`src/rtl/com_pkg.sv`:
```
// Shared definitions for the com link: bag types, sync byte, CRC-8, error codes, FSM states.
package com_pkg;

    localparam logic [7:0] SYNC_DEF = 8'hA5;

    // Reserved bag types; every other 4-bit type is a legal bag.
    localparam logic [3:0] BAG_RSV0 = 4'h0;
    localparam logic [3:0] BAG_RSV4 = 4'h4;
    localparam logic [3:0] BAG_RSVB = 4'hB;
    localparam logic [3:0] BAG_RSVF = 4'hF;

    localparam logic [1:0] ERR_TYPE    = 2'd0;
    localparam logic [1:0] ERR_CRC     = 2'd1;
    localparam logic [1:0] ERR_OVERRUN = 2'd2;
    localparam logic [1:0] ERR_TIMEOUT = 2'd3;

    typedef enum logic [2:0] {
        ST_HUNT,
        ST_HEAD,
        ST_CHK,
        ST_HOLD,
        ST_REL
    } com_state_t;

    function automatic logic bag_type_legal(input logic [3:0] t);
        return !(t == BAG_RSV0 || t == BAG_RSV4 || t == BAG_RSVB || t == BAG_RSVF);
    endfunction

    // CRC-8, poly 0x07, init 0, MSB first, no reflection, no final xor.
    function automatic logic [7:0] crc8_07(input logic [7:0] b);
        logic [7:0] c;
        c = b;
        for (int i = 0; i < 8; i++) begin
            c = c[7] ? ((c << 1) ^ 8'h07) : (c << 1);
        end
        return c;
    endfunction

endpackage

```
`src/rtl/com_crc8.sv`:
```
// Combinational CRC-8 of a single header byte; shared with the transmit side.
module com_crc8
    import com_pkg::*;
(
    input  logic [7:0] data,
    output logic [7:0] crc
);

    assign crc = crc8_07(data);

endmodule

```
`config.mk`:
```
export PLATFORM = sky130hd
export DESIGN_NAME = com_crc8
export DESIGN_NICKNAME = d
export VERILOG_FILES = /design/src/rtl/com_pkg.sv /design/src/rtl/com_crc8.sv
export SDC_FILE = /design/constraint.sdc
export NUM_CORES = 1
export LEC_CHECK = 0
export CAP_MARGIN = 10
export CORE_AREA = 3 3 40 42
export DETAILED_ROUTE_END_ITERATION = 7
export DIE_AREA = 0 0 43 45
export PLACE_DENSITY = 0.46
export SLEW_MARGIN = 0
export SYNTH_ARGS = -nofsm -noshare
export SYNTH_HDL_FRONTEND = slang
export SYNTH_SLANG_ARGS = --single-unit
```
`constraint.sdc`:
```
create_clock -name vclk -period 0.8
set_input_delay 0.08 -clock vclk [all_inputs]
set_output_delay 0.08 -clock vclk [all_outputs]
set_load 0.005 [all_outputs]
```
* Word-level counts from Yosys, hierarchy flattened
Index checks and enable logic that the tools add are counted.
Cells by class: mux-type cells 8, bitwise logic cells 8
Operators with widths (count):
- 2-to-1 mux 3 bit | 8
- NOT 3 bit | 8
Word-level totals: logic and storage cells 16, bits in registers 0, input port bits 8, output and inout bits 8

* Longest topological paths before layout
Gate-level depths: netlist (run 1).
word-level depth 16, depth in mapped cells 2

* Least setup slack after synthesis (run 1)
OpenSTA, ideal clock, no wires.
path kind input port to output port, from input port data[4], to output port crc[4], path buffers 0, stages on the path 2, data required time 0.720 ns, path slack 0.250 ns, data arrival time 0.470 ns, cells stage by stage xnor2_1 xnor2_1
On the way: longest elaborated chain between the ends 5
Ends and longest elaborated chain:
- start, declared | line com_crc8.sv:5 | input logic [7:0] data,
- 2-to-1 mux 3 bit (*) | line com_pkg.sv:34 | c = c[7] ? ((c << 1) ^ 8'h07) : (c << 1);
- NOT 3 bit (no line)
- 2-to-1 mux 3 bit (*) | line com_pkg.sv:34
- NOT 3 bit (no line)
- 2-to-1 mux 3 bit (*) | line com_pkg.sv:34
- end, declared | line com_crc8.sv:6 | output logic [7:0] crc
Every way passes the cells marked *; elsewhere a longest branch is shown, timed or not.

* Worst setup path after layout (run 1)
from input port data[6], to output port crc[2]
On the way: longest elaborated chain between the ends 2
Ends and longest elaborated chain (line):
- 2-to-1 mux 3 bit (2 in series) | com_pkg.sv:34
Every way passes these cells.

==> impl_metrics.env, run 1 <==
export IMPL_hold_viol_final=0
export IMPL_slowest_delay_ns=0.12
export IMPL_crit_type="input pin to output pin"
export IMPL_setup_viol=1
export IMPL_synthCells=13
export IMPL_syn_avg_cell_area_um2=9.913
export IMPL_core_mm2=0.001285
export IMPL_drive_gt1_share_pct=90.00
export IMPL_detail_route_antenna_nets=0
export IMPL_synthDistinctLibCells=3
export IMPL_hold_depth=4
export IMPL_start_util_pct=10.03
export IMPL_synth_top_cell_by_area="xnor2_1"
export IMPL_synth_top_area_share_pct=74.76
export IMPL_cp_max_fo=2
export IMPL_maxCapViolCount=0
export IMPL_rsz0062_at_grt="true"
export IMPL_status="finished, violations left"
export IMPL_grt_start_max_net_pins=3
export IMPL_syn_to_final_growth_pct=251.5
export IMPL_drt_pass1_iterations=1
export IMPL_cts_hold_buf=0
export IMPL_antenna_found_initial=0
export IMPL_crit_required_ns=0.72
export IMPL_port_buffers=16
export IMPL_wl_per_cell_um=10.18
export IMPL_nFillCells=142
export IMPL_timing_hold_ws_ns=0.5176
export IMPL_syn_nets=21
export IMPL_synth_area_um2=128.9
export IMPL_cp_arrival_ns=0.78
export IMPL_die_area_mm2=0.001935
export IMPL_setup_tns_ns=-0.06310
export IMPL_worstSetupEndpointType="output pin"
export IMPL_rows=13
export IMPL_ioPinCount=16
export IMPL_drv_slew=0
export IMPL_fmax_ghz=1.159
export IMPL_irDropWorstVdd_v=0.0002593
export IMPL_hp_class="input pin to output pin"
export IMPL_fin_crit_sh_pct=107.9
export IMPL_slowest_stage="xnor2_4"
export IMPL_cpMostUsedCell="buf_6"
export IMPL_max_slew_margin_pct=88.43
export IMPL_dr_first_iter_drc_count=0
export IMPL_grt_use_total_pct=6.828
export IMPL_multi_input_area_um2=215.2
export IMPL_path_delay_family="buffers and inverters"
export IMPL_leakage_nw=0.2147
export IMPL_fp_dieW_um=43
export IMPL_synthTopCellsByArea="xnor2_1, xnor2_2, xor2_2"
export IMPL_viasPerCell=3.345
export IMPL_crit_cells=6
export IMPL_totalWireLength_um=560
export IMPL_period_minus_slack_ns=0.8631
export IMPL_grt_first_pass_wirelength_um=1041
export IMPL_power_per_cell_area_mw_per_mm2=847.7
export IMPL_yosysWarnings=0
export IMPL_layout_nets=50
export IMPL_cp_cell_sequence="buf_8 > xnor2_4 > buf_6 > buf_6 > xnor2_2 > buf_2"
export IMPL_seq_cells=0
export IMPL_diodes=0
export IMPL_chipHeight_um=45
export IMPL_ys_seq_area_share_pct=0
export IMPL_tightest_slew_ns=0.1736
export IMPL_clock_buffers=0
export IMPL_fin_ws_ns=-0.06310
export IMPL_critical_path_buf_inv_count=4
export IMPL_start_kind="input pin"
export IMPL_grt_overflow=0
export IMPL_vias=184
export IMPL_drcViolationCount=0
export IMPL_register_area_um2=0
export IMPL_gp_congestion=0.7301
export IMPL_grt_pass1_vias=242
export IMPL_violations="negative setup slack"
-- report_power, final --
group / switching [W] / internal [W] / total, W / leakage (nW)
clock: 0 / 0 / 0 / 0
sequential: 0 / 0 / 0 / 0
combinational: 0.000136 / 0.000248 / 0.000384 / 0.215
total: 0.000136 / 0.000248 / 0.000384 / 0.215
-- cell type report --
cell class,instances,share of cell area (%)
well taps,15,4.144
repair buffers,27,48.34
multi-input cells,13,47.51
-- metrics by stage --
stage	power, W	setup WS [ns]	instances	utilization [%]	cell area, um2
after detailed placement	0.0003206	-0.8485	49	26.87	345.3
after global placement	0.0003204	-0.8488	49	26.87	345.3
after global routing	0.0004156	-0.1074	55	35.25	452.9
after floorplan	0.0001076	0.2498	13	-	128.9
final	0.0003840	-0.06310	55	35.25	452.9
after CTS	0.0003808	-0.06356	56	34.66	445.4
-- worst paths after layout --
check | from | endpoint | slack (ns)
max | data[6] | crc[2] | -0.06
min | data[1] | crc[1] | 0.52
-- synth_stat cells --
| cell | n |
|---|---|
| xnor2_1 | 11 |
| xor2_2 | 1 |
| xnor2_2 | 1 |
-- cell families after synthesis --
logic type	synth area share [%]
XOR/XNOR	100.0
-- cell usage in the layout (no fill, tap or decap), drive strengths merged --
cell / netlist / routed
xnor2: 12 / 12
buf: 0 / 27
xor2: 1 / 1
-- worst min-delay path, delay by kind of cell --
family,cells,cell delay (ns)
buffers and inverters,3,0.30
XOR/XNOR,1,0.06
-- repair_timing --
| item | CTS | global route |
|---|---|---|
| gates resized for setup | 85 | 6 |
| pin swaps | 7 | 4 |
| setup buffers | 7 | 0 |
| endpoints found under the setup margin | 8 | 7 |
-- metal layers --
layer | wire, um | vias up | GRT usage (%)
li1 | - | 92 | -
met1 | 187 | 76 | 7.470
met2 | 287 | 16 | 13.77
met3 | 86 | 0 | 1.992
met4 | 0 | 0 | 0
met5 | 0 | - | 0
(Power assumes the default switching activity.)
==> run 2: changes to the inputs <==
--- a/config.mk
+++ b/config.mk
@@ -5,12 +5,13 @@
 export SDC_FILE = /design/constraint.sdc
 export NUM_CORES = 1
 export LEC_CHECK = 0
+export ABC_AREA = 1
 export CAP_MARGIN = 10
 export CORE_AREA = 3 3 40 42
 export DETAILED_ROUTE_END_ITERATION = 7
 export DIE_AREA = 0 0 43 45
-export PLACE_DENSITY = 0.46
-export SLEW_MARGIN = 0
+export PLACE_DENSITY = 0.53
+export SLEW_MARGIN = 40
 export SYNTH_ARGS = -nofsm -noshare
 export SYNTH_HDL_FRONTEND = slang
 export SYNTH_SLANG_ARGS = --single-unit
==> impl_metrics.env, run 2 <==
export IMPL_maxCapViolCount=0
export IMPL_leakage_nw=0.2871
export IMPL_violations="negative setup slack"
export IMPL_port_buffers=16
export IMPL_irDropWorstVdd_v=0.0002627
export IMPL_setup_viol=3
export IMPL_cp_cell_sequence="buf_12 > inv_6 > buf_6 > nand2_4 > nand2_4 > buf_6 > xor2_1 > buf_2"
export IMPL_wl_per_cell_um=8.788
export IMPL_synthCells=44
export IMPL_drive_gt1_share_pct=58.57
export IMPL_timing_hold_ws_ns=0.5341
export IMPL_crit_type="input pin to output pin"
export IMPL_layout_commonest_cell="nand2_1"
export IMPL_hold_depth=4
export IMPL_synth_area_um2=215.2
export IMPL_start_kind="input pin"
export IMPL_syn_nets=52
export IMPL_yosysMostFrequentCell="nand2_1"
export IMPL_grt_overflow=0
export IMPL_fin_ws_ns=-0.09926
export IMPL_power_per_cell_area_mw_per_mm2=668.6
export IMPL_cp_max_fo=6
export IMPL_pwr_share_seq_pct=0
export IMPL_p_int_w=0.0001842
export IMPL_fmax_ghz=1.112
export IMPL_fin_crit_sh_pct=112.4
export IMPL_vias=350
export IMPL_hp_start="data[6]"
export IMPL_rsz0062_at_grt="true"
export IMPL_grt_first_pass_wirelength_um=1152
export IMPL_tightest_slew_ns=0.1449
export IMPL_yosysWarnings=0
export IMPL_syn_to_final_growth_pct=136.6
export IMPL_gp_congestion=0.7266
export IMPL_slowest_stage="xor2_1"
export IMPL_status="finished, violations left"
export IMPL_core_mm2=0.001285
export IMPL_worstSetupEndpointType="output pin"
export IMPL_synth_top_area_share_pct=36.63
export IMPL_synthTopCellsByArea="nand2_1, xor2_1, nand3_1"
export IMPL_drcViolationCount=0
export IMPL_pwr_share_comb_pct=100.0
export IMPL_critical_path_buf_inv_count=5
export IMPL_slowest_delay_ns=0.14
export IMPL_final_cell_mix="nand2_1, buf_4, buf_2"
export IMPL_fp_dieW_um=43
export IMPL_hold_viol_final=0
export IMPL_drt_pass1_iterations=4
export IMPL_cp_arrival_ns=0.82
export IMPL_p_sw_share_pct=45.90
export IMPL_clock_buffers=0
export IMPL_syn_avg_cell_area_um2=4.891
export IMPL_seq_cells=0
export IMPL_ioPinCount=16
export IMPL_drv_slew=0
export IMPL_setup_tns_ns=-0.2351
export IMPL_rows=13
export IMPL_power_share_clock_pct=0
export IMPL_totalWireLength_um=747
export IMPL_register_area_um2=0
export IMPL_place_worst_setup_slack_ns=-0.9256
export IMPL_switchingPower_w=0.0001563
export IMPL_hp_class="input pin to output pin"
export IMPL_detail_route_antenna_nets=0
export IMPL_crit_required_ns=0.72
export IMPL_ys_seq_area_share_pct=0
export IMPL_synthDistinctLibCells=7
export IMPL_layout_nets=80
export IMPL_grt_pass1_vias=283
export IMPL_hpwl_um=577.4
export IMPL_path_delay_family="buffers and inverters"
export IMPL_period_minus_slack_ns=0.8993
export IMPL_netlist_top_cells_count="nand2_1, nand3_1, inv_1, xor2_1"
export IMPL_max_slew_margin_pct=90.34
export IMPL_synth_top_cell_by_area="nand2_1"
export IMPL_grt_use_total_pct=7.386
export IMPL_start_util_pct=16.75
export IMPL_antenna_found_initial=0
export IMPL_worstHoldEndpoint="crc[6]"
export IMPL_viasPerCell=4.118
export IMPL_diodes=0
export IMPL_die_area_mm2=0.001935
export IMPL_grt_start_max_net_pins=7
export IMPL_dr_first_iter_drc_count=3
export IMPL_chipHeight_um=45
## run 2: cell count changes in the layout (fill, tap and decap cells not counted), moves of 4 or more
cell / delta
nand2_1: +16
nand3_1: +6
nand2_2: +5
xnor2_2: -5
buf_6: -4
xor2_1: +4
## run 2: power groups by stage
stage | sequential [W] | combinational [W] | clock [W]
6_report | 0 | 0.000340 | 0
3_5_place_dp | 0 | 0.000326 | 0
5_1_grt | 0 | 0.000375 | 0
3_3_place_gp | 0 | 0.000323 | 0
2_1_floorplan | 0 | 0.000121 | 0
4_1_cts | 0 | 0.000324 | 0
## run 2: cell type report
| type | count | area, um2 |
|---|---|---|
| inverter | 6 | 30.03 |
| fill | 138 | 775.7 |
| tap | 15 | 18.77 |
| multi-input combinational | 38 | 262.8 |
| timing repair buffer | 26 | 197.7 |
## run 2: kinds of logic after synthesis
family	share of synthesized area [%]
AND/OR/NAND/NOR	61.05
XOR/XNOR	28.49
buffers and inverters	10.46
## run 2: per-stage QoR
step	power, W	cell area, um2	cells	utilization, %
2_1_floorplan	0.0001213	215.2	44	-
3_3_place_gp	0.0003229	439.2	81	34.18
3_5_place_dp	0.0003260	439.2	81	34.18
4_1_cts	0.0003241	486.7	85	37.88
5_1_grt	0.0003748	509.2	85	39.63
6_report	0.0003405	509.2	85	39.63
## run 2: layer usage
metal  vias to the layer above  GRT usage [%]  part of all wire [%]
met1                       157          7.876                    35
met4                         0              0                     0
met2                         6          16.17                    60
met3                         0         0.7968                   5.1
li1                        187              -                     -
met5                         -              0                     0
## run 2: worst max path at each step
stage                     startpoint  slack, ns  cells past startpoint      to
after global placement       data[7]      -0.90                      8  crc[2]
after CTS                    data[7]      -0.10                      8  crc[3]
after floorplan              data[3]       0.22                      2  crc[3]
after global routing         data[7]      -0.14                      8  crc[3]
final                        data[7]       -0.1                      8  crc[3]
after detailed placement     data[7]      -0.93                      8  crc[2]
## run 2: what timing repair did
action / 4_1_cts / 5_1_grt
endpoints found under the setup margin: 8 / 6
pin swaps: 8 / 5
gates cloned: 0 / 0
buffers inserted: 4 / 0
resized for setup: 83 / 9
hold buffers: 0 / 0
